===== config.mk =====
export PLATFORM = sky130hd
export DESIGN_NAME = pipeline_control_unit
export DESIGN_NICKNAME = d
export VERILOG_FILES = /design/src/rtl/pipeline_control_unit_pkg.sv /design/src/rtl/pipeline_control_unit_hazard_detector.sv /design/src/rtl/pipeline_control_unit.sv
export SDC_FILE = /design/constraint.sdc
export NUM_CORES = 1
export LEC_CHECK = 0
export ABC_CLOCK_PERIOD_IN_PS = 2600
export BUFFER_PORTS_ARGS = -buffer_cell sky130_fd_sc_hd__buf_2
export CAP_MARGIN = 20
export CORE_AREA = 2 2 66 68
export DETAILED_ROUTE_END_ITERATION = 10
export DIE_AREA = 0 0 68 70
export PLACE_DENSITY = 0.86
export SYNTH_ARGS = -nofsm -noshare
export SYNTH_HDL_FRONTEND = slang
export SYNTH_SLANG_ARGS = --single-unit

===== constraint.sdc =====
create_clock -name i_clk -period 2.6 [get_ports i_clk]
set_input_delay 0.52 -clock i_clk [delete_from_list [all_inputs] [get_ports i_clk]]
set_output_delay 0.52 -clock i_clk [all_outputs]
set_load 0.01 [all_outputs]

===== src/rtl/pipeline_control_unit_pkg.sv =====
// pipeline_control_unit_pkg: shared state and command encodings for the pipeline sequencer.
package pipeline_control_unit_pkg;
    localparam int NB_CMD = 2;

    typedef enum logic [1:0] {
        ST_IDLE = 2'b00,
        ST_RUN  = 2'b01,
        ST_STEP = 2'b10,
        ST_DONE = 2'b11
    } state_t;

    typedef enum logic [NB_CMD-1:0] {
        CMD_NOP   = 2'b00,
        CMD_RUN   = 2'b01,
        CMD_STEP  = 2'b10,
        CMD_PAUSE = 2'b11
    } cmd_t;
endpackage


===== src/rtl/pipeline_control_unit_hazard_detector.sv =====
// hazard_detector: flags a load in EX whose destination feeds a source of the instruction in ID.
module hazard_detector #(
    parameter int NB_ADDR_REGISTERS = 5
) (
    input  logic [NB_ADDR_REGISTERS-1:0] i_id_rs,
    input  logic [NB_ADDR_REGISTERS-1:0] i_id_rt,
    input  logic                         i_id_uses_rt,
    input  logic [NB_ADDR_REGISTERS-1:0] i_ex_rt,
    input  logic                         i_ex_mem_read,
    output logic                         o_load_use
);
    // r0 is hardwired to zero, so a load targeting it never creates a dependency
    assign o_load_use = i_ex_mem_read && (i_ex_rt != '0) &&
                        ((i_ex_rt == i_id_rs) || (i_id_uses_rt && (i_ex_rt == i_id_rt)));
endmodule


===== src/rtl/pipeline_control_unit.sv =====
// pipeline_control_unit: run/step/pause/halt sequencer with load-use stall and branch flush control.
module pipeline_control_unit
    import pipeline_control_unit_pkg::*;
#(
    parameter int NB_ADDR_REGISTERS = 5,
    parameter int NB_CYCLE_COUNT    = 32
) (
    input  logic                         i_clk,
    input  logic                         i_reset,
    input  logic                         i_cmd_valid,
    input  logic [NB_CMD-1:0]            i_cmd,
    output logic                         o_cmd_ready,
    input  logic                         i_halt_wb,
    input  logic [NB_ADDR_REGISTERS-1:0] i_id_rs,
    input  logic [NB_ADDR_REGISTERS-1:0] i_id_rt,
    input  logic                         i_id_uses_rt,
    input  logic [NB_ADDR_REGISTERS-1:0] i_ex_rt,
    input  logic                         i_ex_mem_read,
    input  logic                         i_branch_taken,
    output logic                         o_stage_en,
    output logic                         o_pc_en,
    output logic                         o_if_id_en,
    output logic                         o_if_id_flush,
    output logic                         o_id_ex_flush,
    output logic [1:0]                   o_state,
    output logic                         o_done,
    output logic [NB_CYCLE_COUNT-1:0]    o_cycle_count
);
    state_t state;
    logic   load_use;
    logic   accept;

    hazard_detector #(.NB_ADDR_REGISTERS(NB_ADDR_REGISTERS)) u_hazard (
        .i_id_rs      (i_id_rs),
        .i_id_rt      (i_id_rt),
        .i_id_uses_rt (i_id_uses_rt),
        .i_ex_rt      (i_ex_rt),
        .i_ex_mem_read(i_ex_mem_read),
        .o_load_use   (load_use)
    );

    assign o_state     = state;
    assign o_stage_en  = (state == ST_RUN) || (state == ST_STEP);
    assign o_cmd_ready = (state == ST_IDLE) || (state == ST_RUN);
    assign o_done      = (state == ST_DONE);
    assign accept      = i_cmd_valid && o_cmd_ready;

    // A stall holds PC and IF/ID and suppresses the branch flush until operands are fresh
    assign o_pc_en       = o_stage_en && !load_use;
    assign o_if_id_en    = o_stage_en && !load_use;
    assign o_id_ex_flush = o_stage_en && load_use;
    assign o_if_id_flush = o_stage_en && !load_use && i_branch_taken;

    always_ff @(posedge i_clk) begin
        if (!i_reset) begin
            state         <= ST_IDLE;
            o_cycle_count <= '0;
        end else begin
            if (o_stage_en && (o_cycle_count != '1))
                o_cycle_count <= o_cycle_count + NB_CYCLE_COUNT'(1);
            case (state)
                ST_IDLE: state <= !accept            ? ST_IDLE :
                                  (i_cmd == CMD_RUN)  ? ST_RUN  :
                                  (i_cmd == CMD_STEP) ? ST_STEP : ST_IDLE;
                ST_RUN:  state <= i_halt_wb                      ? ST_DONE :
                                  (accept && i_cmd == CMD_PAUSE) ? ST_IDLE : ST_RUN;
                ST_STEP: state <= i_halt_wb ? ST_DONE : ST_IDLE;
                default: state <= ST_DONE;
            endcase
        end
    end
endmodule


==> results by group, run 1 <==
Run status
  – Outcome: completed

Global route
  – Congestion Overflow GR: 0
  – Largest net degree at the start of global routing: 21
  – Number of global-route vias before repair: 1807
  – All-layer global routing usage: 0.215
  – Initial antenna violation count: 0
  – First-pass GRT wire length: 7.96 mm

Setup path
  – Startpoint types: flop
  – Crit path kind: flop to flop
  – Critical path arrival: 2.55 ns
  – Flop2flop setup slack: 0.27 ns
  – Largest stage delay, worst path: 0.41 ns
  – Slowest library cell on the worst path: a211o_1
  – Worst R2R End: o_cycle_count[27]$_SDFFE_PN0P_
  – CP Buf/Inv Count: 1
  – Critical-path maximum fanout: 12
  – R2R cell count: 7
  – Setup crit end kind: flop
  – Req. time, crit path: 2.82 ns
  – Crit-path leading delay family: simple AND/OR/NAND/NOR gates
  – RR Startpoint: o_state[1]$_SDFF_PN0_
  – Crit path cell chain: inv_1 -> ha_1 -> nand4_1 -> or2_1 -> a211o_1 -> or3_1 -> a21oi_1

Floorplan
  – Die area: 4760 um2
  – Die width: 68 um
  – Core ar.: 4140 um2
  – Cell Rows: 24
  – Effective utilization at floorplan: 0.477
  – Die Span Y: 70 um
  – # IOs: 65

Detailed routing
  – Routed length per placed instance: 13.8 um
  – Pre-antenna DRT Iters: 4
  – Total number of vias: 1971
  – Drt via density: 5.63
  – # DRC: 0
  – DR iter-0 viols: 113
  – Post-Route WL: 4.84 mm
  – Post-route ant nets: 0

Power and ir drop
  – Clk pwr share: 0.360
  – Comb pwr share: 0.158
  – PD cells: 466 nW/um2
  – LEAKAGE: 1.07 nW
  – Sw Pwr: 307 uW
  – Sequential Power Share: 0.483
  – Design Power: 1.13 mW
  – Worst VDD drop: 0.252 mV
  – Switching share of total power: 0.271
  – Internal power: 824 uW

Yosys
  – Sequential area share after synthesis: 0.345
  – Post-synth EDFFs: 0
  – Ys flop type: dfxtp_1
  – Synth Register Bits: 34
  – Yosys warns: 0
  – Synth unique cells: 46
  – Cell area after synthesis: 1980 um2
  – Syn Inst Count: 231
  – Async set or reset register ratio after synthesis: 0
  – Post-Syn Nets: 260
  – Post-synthesis average cell area: 8.55 um2

STA
  – Final Max Slew Viols: 0
  – Worst slew pin tran: 0.566 ns
  – Tmin final: 2.33 ns
  – Slew headroom: 0.618
  – Tcrit/Tclk final: 0.896
  – Skew final: 0.00932 ns
  – Final TNS setup: 0 ns
  – FMAX: 429 MHz
  – RSZ-0062 raised after global routing: false
  – Setup violations, final: 0
  – WHS: 0.510 ns
  – Final hold vios: 0
  – Setup slack after layout: 0.270 ns

Clock network
  – H-tree levels: 2
  – Post-CTS Setup Bufs: 0
  – Bufs on Longest Clock Path: 2
  – CTS root buf: clkbuf_8
  – CTS tree: yes
  – CTS Sinks: 34
  – Hold Buf Count CTS: 0
  – Post-CTS sizing: 0
  – Worst-Skew Late Latency: 0.30 ns
  – Clk slew on worst S/H paths: 0.07 ns
  – CTS buffer count: 5

Run
  – Number of max-cap violations: 0

Final layout
  – Post-route cell area: 2430 um2
  – Area Growth Syn to Fin: 22.9%
  – # diodes: 0
  – Share of cells above drive strength 1: 0.268
  – Final #Nets: 326

Worst hold path
  – Worst Hold End: o_cycle_count[15]$_SDFFE_PN0P_
  – Hold path depth: 2
  – Hold path startpoint: o_cycle_count[15]$_SDFFE_PN0P_
  – Hold crit path type: flop to flop

Placed design
  – Pre-CTS setup slack: 0.305 ns
  – Gp weighted congestion: 0.816
  – Final HPWL DP: 3.61 mm
  – Port bufs: 64
  – Placement Cell Area: 2340 um2
[worst max path at each step]
stage | startpoint | endpoint | cells after the start
2_1_floorplan | o_state[0]$_SDFF_PN0_ | o_cycle_count[25]$_SDFFE_PN0P_ | 8
3_3_place_gp | i_ex_rt[0] | o_if_id_flush | 6
3_5_place_dp | o_state[1]$_SDFF_PN0_ | o_cycle_count[29]$_SDFFE_PN0P_ | 7
4_1_cts | o_state[1]$_SDFF_PN0_ | o_cycle_count[29]$_SDFFE_PN0P_ | 7
5_1_grt | o_state[0]$_SDFF_PN0_ | o_cycle_count[27]$_SDFFE_PN0P_ | 7
6_report | o_state[1]$_SDFF_PN0_ | o_cycle_count[27]$_SDFFE_PN0P_ | 7
[area by class of cell]
type / instances / area [um2]
fillers: 372 / 1720
multi-input cells: 180 / 1210
flip-flops and latches: 34 / 681
repair buffers: 67 / 343
clock buffers: 7 / 86.3
well taps: 52 / 65.1
inverters: 9 / 33.8
clock inverters: 1 / 5.00
[layer usage]
metal  routed length, um  vias to the layer above  GRT usage
met5                   0                        -          0
met4                  37                        0     0.0667
li1                    -                      974          -
met1                2150                      939      0.269
met3                 251                        3     0.0564
met2                2400                       55      0.354
[registers in the layout (all words and copies together), names as in the netlist]
name	count
o_state	2
o_cycle_count	32
[kinds of logic after synthesis]
family                     share of synthesized area
adders and majority gates                     0.0317
xor gates and xnor gates                       0.102
buffers and inverters                         0.0405
DFF                                            0.345
muxes                                         0.0507
and+or+nand+nor                                0.310
AOI/OAI and AO/OA                              0.121
[tightest hold or removal path, delay by kind of cell, from the launching register on]
kind,cells,cell delay [ns]
flip-flops,1,0.34
multiplexers,1,0.06
AND/OR/NAND/NOR,1,0.06
[metrics by stage]
stage	util	std cells
global route	0.586	350
floorplan	-	231
global placement	0.564	342
finish	0.586	350
CTS	0.586	350
detailed placement	0.564	342
[placed cells by master (no fill, tap or decap), drive strengths merged, types with 3 or more instances in the layout]
| cell type | netlist | layout |
|---|---|---|
| dfxtp | 34 | 34 |
| and3 | 3 | 3 |
| clkbuf | 4 | 7 |
| nand2b | 8 | 8 |
| nand4 | 19 | 19 |
| a211oi | 6 | 6 |
| buf | 4 | 67 |
| inv | 9 | 9 |
| and4 | 5 | 5 |
| nand2 | 16 | 16 |
| ha | 5 | 5 |
| nor2 | 20 | 20 |
| o21ai | 7 | 7 |
| mux2i | 10 | 10 |
| xnor2 | 16 | 16 |
| xor2 | 7 | 7 |
| or3 | 7 | 7 |
| a21oi | 13 | 13 |
| nor3 | 4 | 4 |
| nor4 | 4 | 4 |
| nand3 | 10 | 10 |
[cells in the mapped netlist, types with 2 or more instances]
master	instances	area share
nor2_1	20	0.038
nand4_1	17	0.054
a21oi_1	13	0.033
and4_1	5	0.022
buf_4	2	0.0076
inv_1	9	0.017
dfxtp_1	34	0.34
and2_1	2	0.0063
nor4_1	3	0.0095
o21ai_0	5	0.013
o21ai_1	2	0.0051
or3_1	7	0.022
nand3_1	10	0.025
clkbuf_1	4	0.0076
and3_1	3	0.0095
nand2b_1	8	0.025
nand2_1	16	0.030
a211oi_1	6	0.023
nor3_1	3	0.0076
ha_1	5	0.032
xnor2_1	16	0.071
mux2i_1	10	0.051
a2111oi_0	2	0.0089
xor2_1	7	0.031
[power groups by stage]
stage               combinational [mW]  sequential (mW)  clock (mW)
global route                     0.196            0.547       0.435
finish                           0.178            0.546       0.407
CTS                              0.179            0.545       0.415
global placement                 0.173            0.556           0
floorplan                        0.107            0.561           0
detailed placement               0.178            0.557           0
(Power assumes the default switching activity.)
==> inputs of run 2 (changes only) <==
--- a/config.mk
+++ b/config.mk
@@ -5,7 +5,7 @@
 export SDC_FILE = /design/constraint.sdc
 export NUM_CORES = 1
 export LEC_CHECK = 0
-export ABC_CLOCK_PERIOD_IN_PS = 2600
+export ABC_CLOCK_PERIOD_IN_PS = 2650
 export BUFFER_PORTS_ARGS = -buffer_cell sky130_fd_sc_hd__buf_2
 export CAP_MARGIN = 20
 export CORE_AREA = 2 2 66 68
==> constraint.sdc (replaced) <==
create_clock -name i_clk -period 2.65 [get_ports i_clk]
set_input_delay 0.53 -clock i_clk [delete_from_list [all_inputs] [get_ports i_clk]]
set_output_delay 0.53 -clock i_clk [all_outputs]
set_load 0.01 [all_outputs]
==> results by group, run 2 (synthesis results as in run 1) <==
Final layout
  – # diodes: 0
  – Share of cells above drive strength 1: 0.269
  – Largest register FFs: 32
  – Area Growth Syn to Fin: 23.4%
  – Final #Nets: 325
  – Post-route cell area: 2440 um2
  – Most common cell after layout, fill and taps aside: buf_2
  – Non-filler cells, final: 349
  – Largest reg by FF count: o_cycle_count
  – Most frequent cells in the layout: buf_2, dfxtp_1, nor2_1

Setup path
  – Crit path kind: input pin to output port
  – Startpoint types: input pin
  – Crit path cell chain: buf_2 -> or4_1 -> o21ai_0 -> a21oi_1 -> nor3b_1 -> buf_2
  – CP Buf/Inv Count: 2
  – R2R cell count: 7
  – Stages on worst setup path: 6
  – Critical-path maximum fanout: 3
  – Most frequent CP cell: buf_2
  – Largest stage delay, worst path: 0.50 ns
  – Crit-path leading delay family: simple AND/OR/NAND/NOR gates
  – Critical path arrival: 1.79 ns
  – Slowest library cell on the worst path: or4_1
  – Setup crit end kind: output port
  – Req. time, crit path: 2.12 ns

Clock network
  – Worst-Skew Late Latency: 0.30 ns
  – Post-CTS sizing: 0
  – CTS tree: yes
  – H-tree levels: 2
  – CTS Sinks: 34
  – Bufs on Longest Clock Path: 2
  – Clk slew on worst S/H paths: 0.07 ns
  – CTS buffer count: 5
  – Post-CTS Setup Bufs: 0
  – Hold Buf Count CTS: 0
  – CTS root buf: clkbuf_8

Floorplan
  – Die width: 68 um
  – Effective utilization at floorplan: 0.477
  – Core ar.: 4140 um2
  – # IOs: 65
  – Die area: 4760 um2
  – Cell Rows: 24
  – Die Span Y: 70 um

STA
  – Tcrit/Tclk final: 0.877
  – Worst slew pin tran: 0.800 ns
  – Final TNS setup: 0 ns
  – Tmin final: 2.32 ns
  – Final Max Slew Viols: 0
  – RSZ-0062 raised after global routing: false
  – FMAX: 430 MHz
  – Setup slack after layout: 0.326 ns
  – Setup violations, final: 0
  – Final hold vios: 0
  – Skew final: 0.00315 ns
  – Slew headroom: 0.466

Power and ir drop
  – Worst VDD drop: 0.290 mV
  – LEAKAGE: 1.07 nW
  – PD cells: 487 nW/um2
  – Design Power: 1.19 mW

Run status
  – Outcome: completed

Placed design
  – Gp weighted congestion: 0.766
  – Final HPWL DP: 3.61 mm
  – Pre-CTS setup slack: 0.333 ns
  – Port bufs: 64
  – Placed cells: 341
  – Placement Cell Area: 2330 um2

Detailed routing
  – # DRC: 0
  – Post-route ant nets: 0
  – Total number of vias: 1949
  – Routed length per placed instance: 14.0 um
  – Drt via density: 5.58
  – Pre-antenna DRT Iters: 4
  – Post-Route WL: 4.89 mm
  – DR iter-0 viols: 90

Worst hold path
  – Hold crit path type: flop to flop
  – Hold path depth: 2

Global route
  – All-layer global routing usage: 0.211
  – Largest net degree at the start of global routing: 26
  – First-pass GRT wire length: 7.79 mm
  – Congestion Overflow GR: 0
  – GRT met1 Usage: 0.249
  – Global routing usage on met3: 0.0403
  – Number of global-route vias before repair: 1784
  – Top Usage Layer GRT: met2
  – Grt met2 use: 0.352
  – Initial antenna violation count: 0

Run
  – Number of max-cap violations: 0
## run 2: cell types whose count changed in the layout (fill, tap and decap cells not counted)
cell / previous run / this run
clkinv_2: 1 / 2
clkbuf_8: 6 / 5
bufinv_16: 0 / 1
buf_4: 3 / 2
clkbuf_1: 1 / 0
## run 2: cell type report
cell class	instances	area [um2]
Fill cell	383	1710
Tap cell	52	65.1
Clock inverter	3	40.0
Multi-Input combinational cell	180	1210
Inverter	9	33.8
Clock buffer	5	68.8
Timing Repair Buffer	66	335
Sequential cell	34	681
## run 2: path summary, 6_finish.rpt
| path | slack (ns) | start | to |
|---|---|---|---|
| worst max-delay path | 0.33 | i_ex_rt[0] | o_if_id_flush |
| worst min register to register | 0.50 | o_cycle_count[17]$_SDFFE_PN0P_ | o_cycle_count[17]$_SDFFE_PN0P_ |
| worst min-delay path | 0.50 | o_cycle_count[17]$_SDFFE_PN0P_ | o_cycle_count[17]$_SDFFE_PN0P_ |
| worst max register to register | 0.39 | o_state[1]$_SDFF_PN0_ | o_cycle_count[29]$_SDFFE_PN0P_ |
## run 2: through the flow
step	utilization	hold WS, ns
after floorplan	-	0.502
after global placement	0.562	0.487
after detailed placement	0.562	0.492
after CTS	0.588	0.503
after global routing	0.588	0.518
final	0.588	0.505
## run 2: power breakdown
group | switching (mW) | total (mW) | internal (mW)
clock network | 0.199 | 0.475 | 0.277
registers | 0.0127 | 0.535 | 0.523
logic | 0.0984 | 0.178 | 0.0795
## run 2: worst register-to-register path, stage by stage (launching register included)
cell and delay, ns:
dfxtp_1 0.38, inv_1 0.08, ha_1 0.30, nand4_1 0.17
or2_1 0.30, a211o_1 0.42, or3_1 0.39, a21oi_1 0.14
## run 2: metal layers
layer,vias up,part of all wire
met2,52,0.50
met4,0,0.019
met5,-,0
li1,965,-
met1,923,0.43
met3,9,0.051
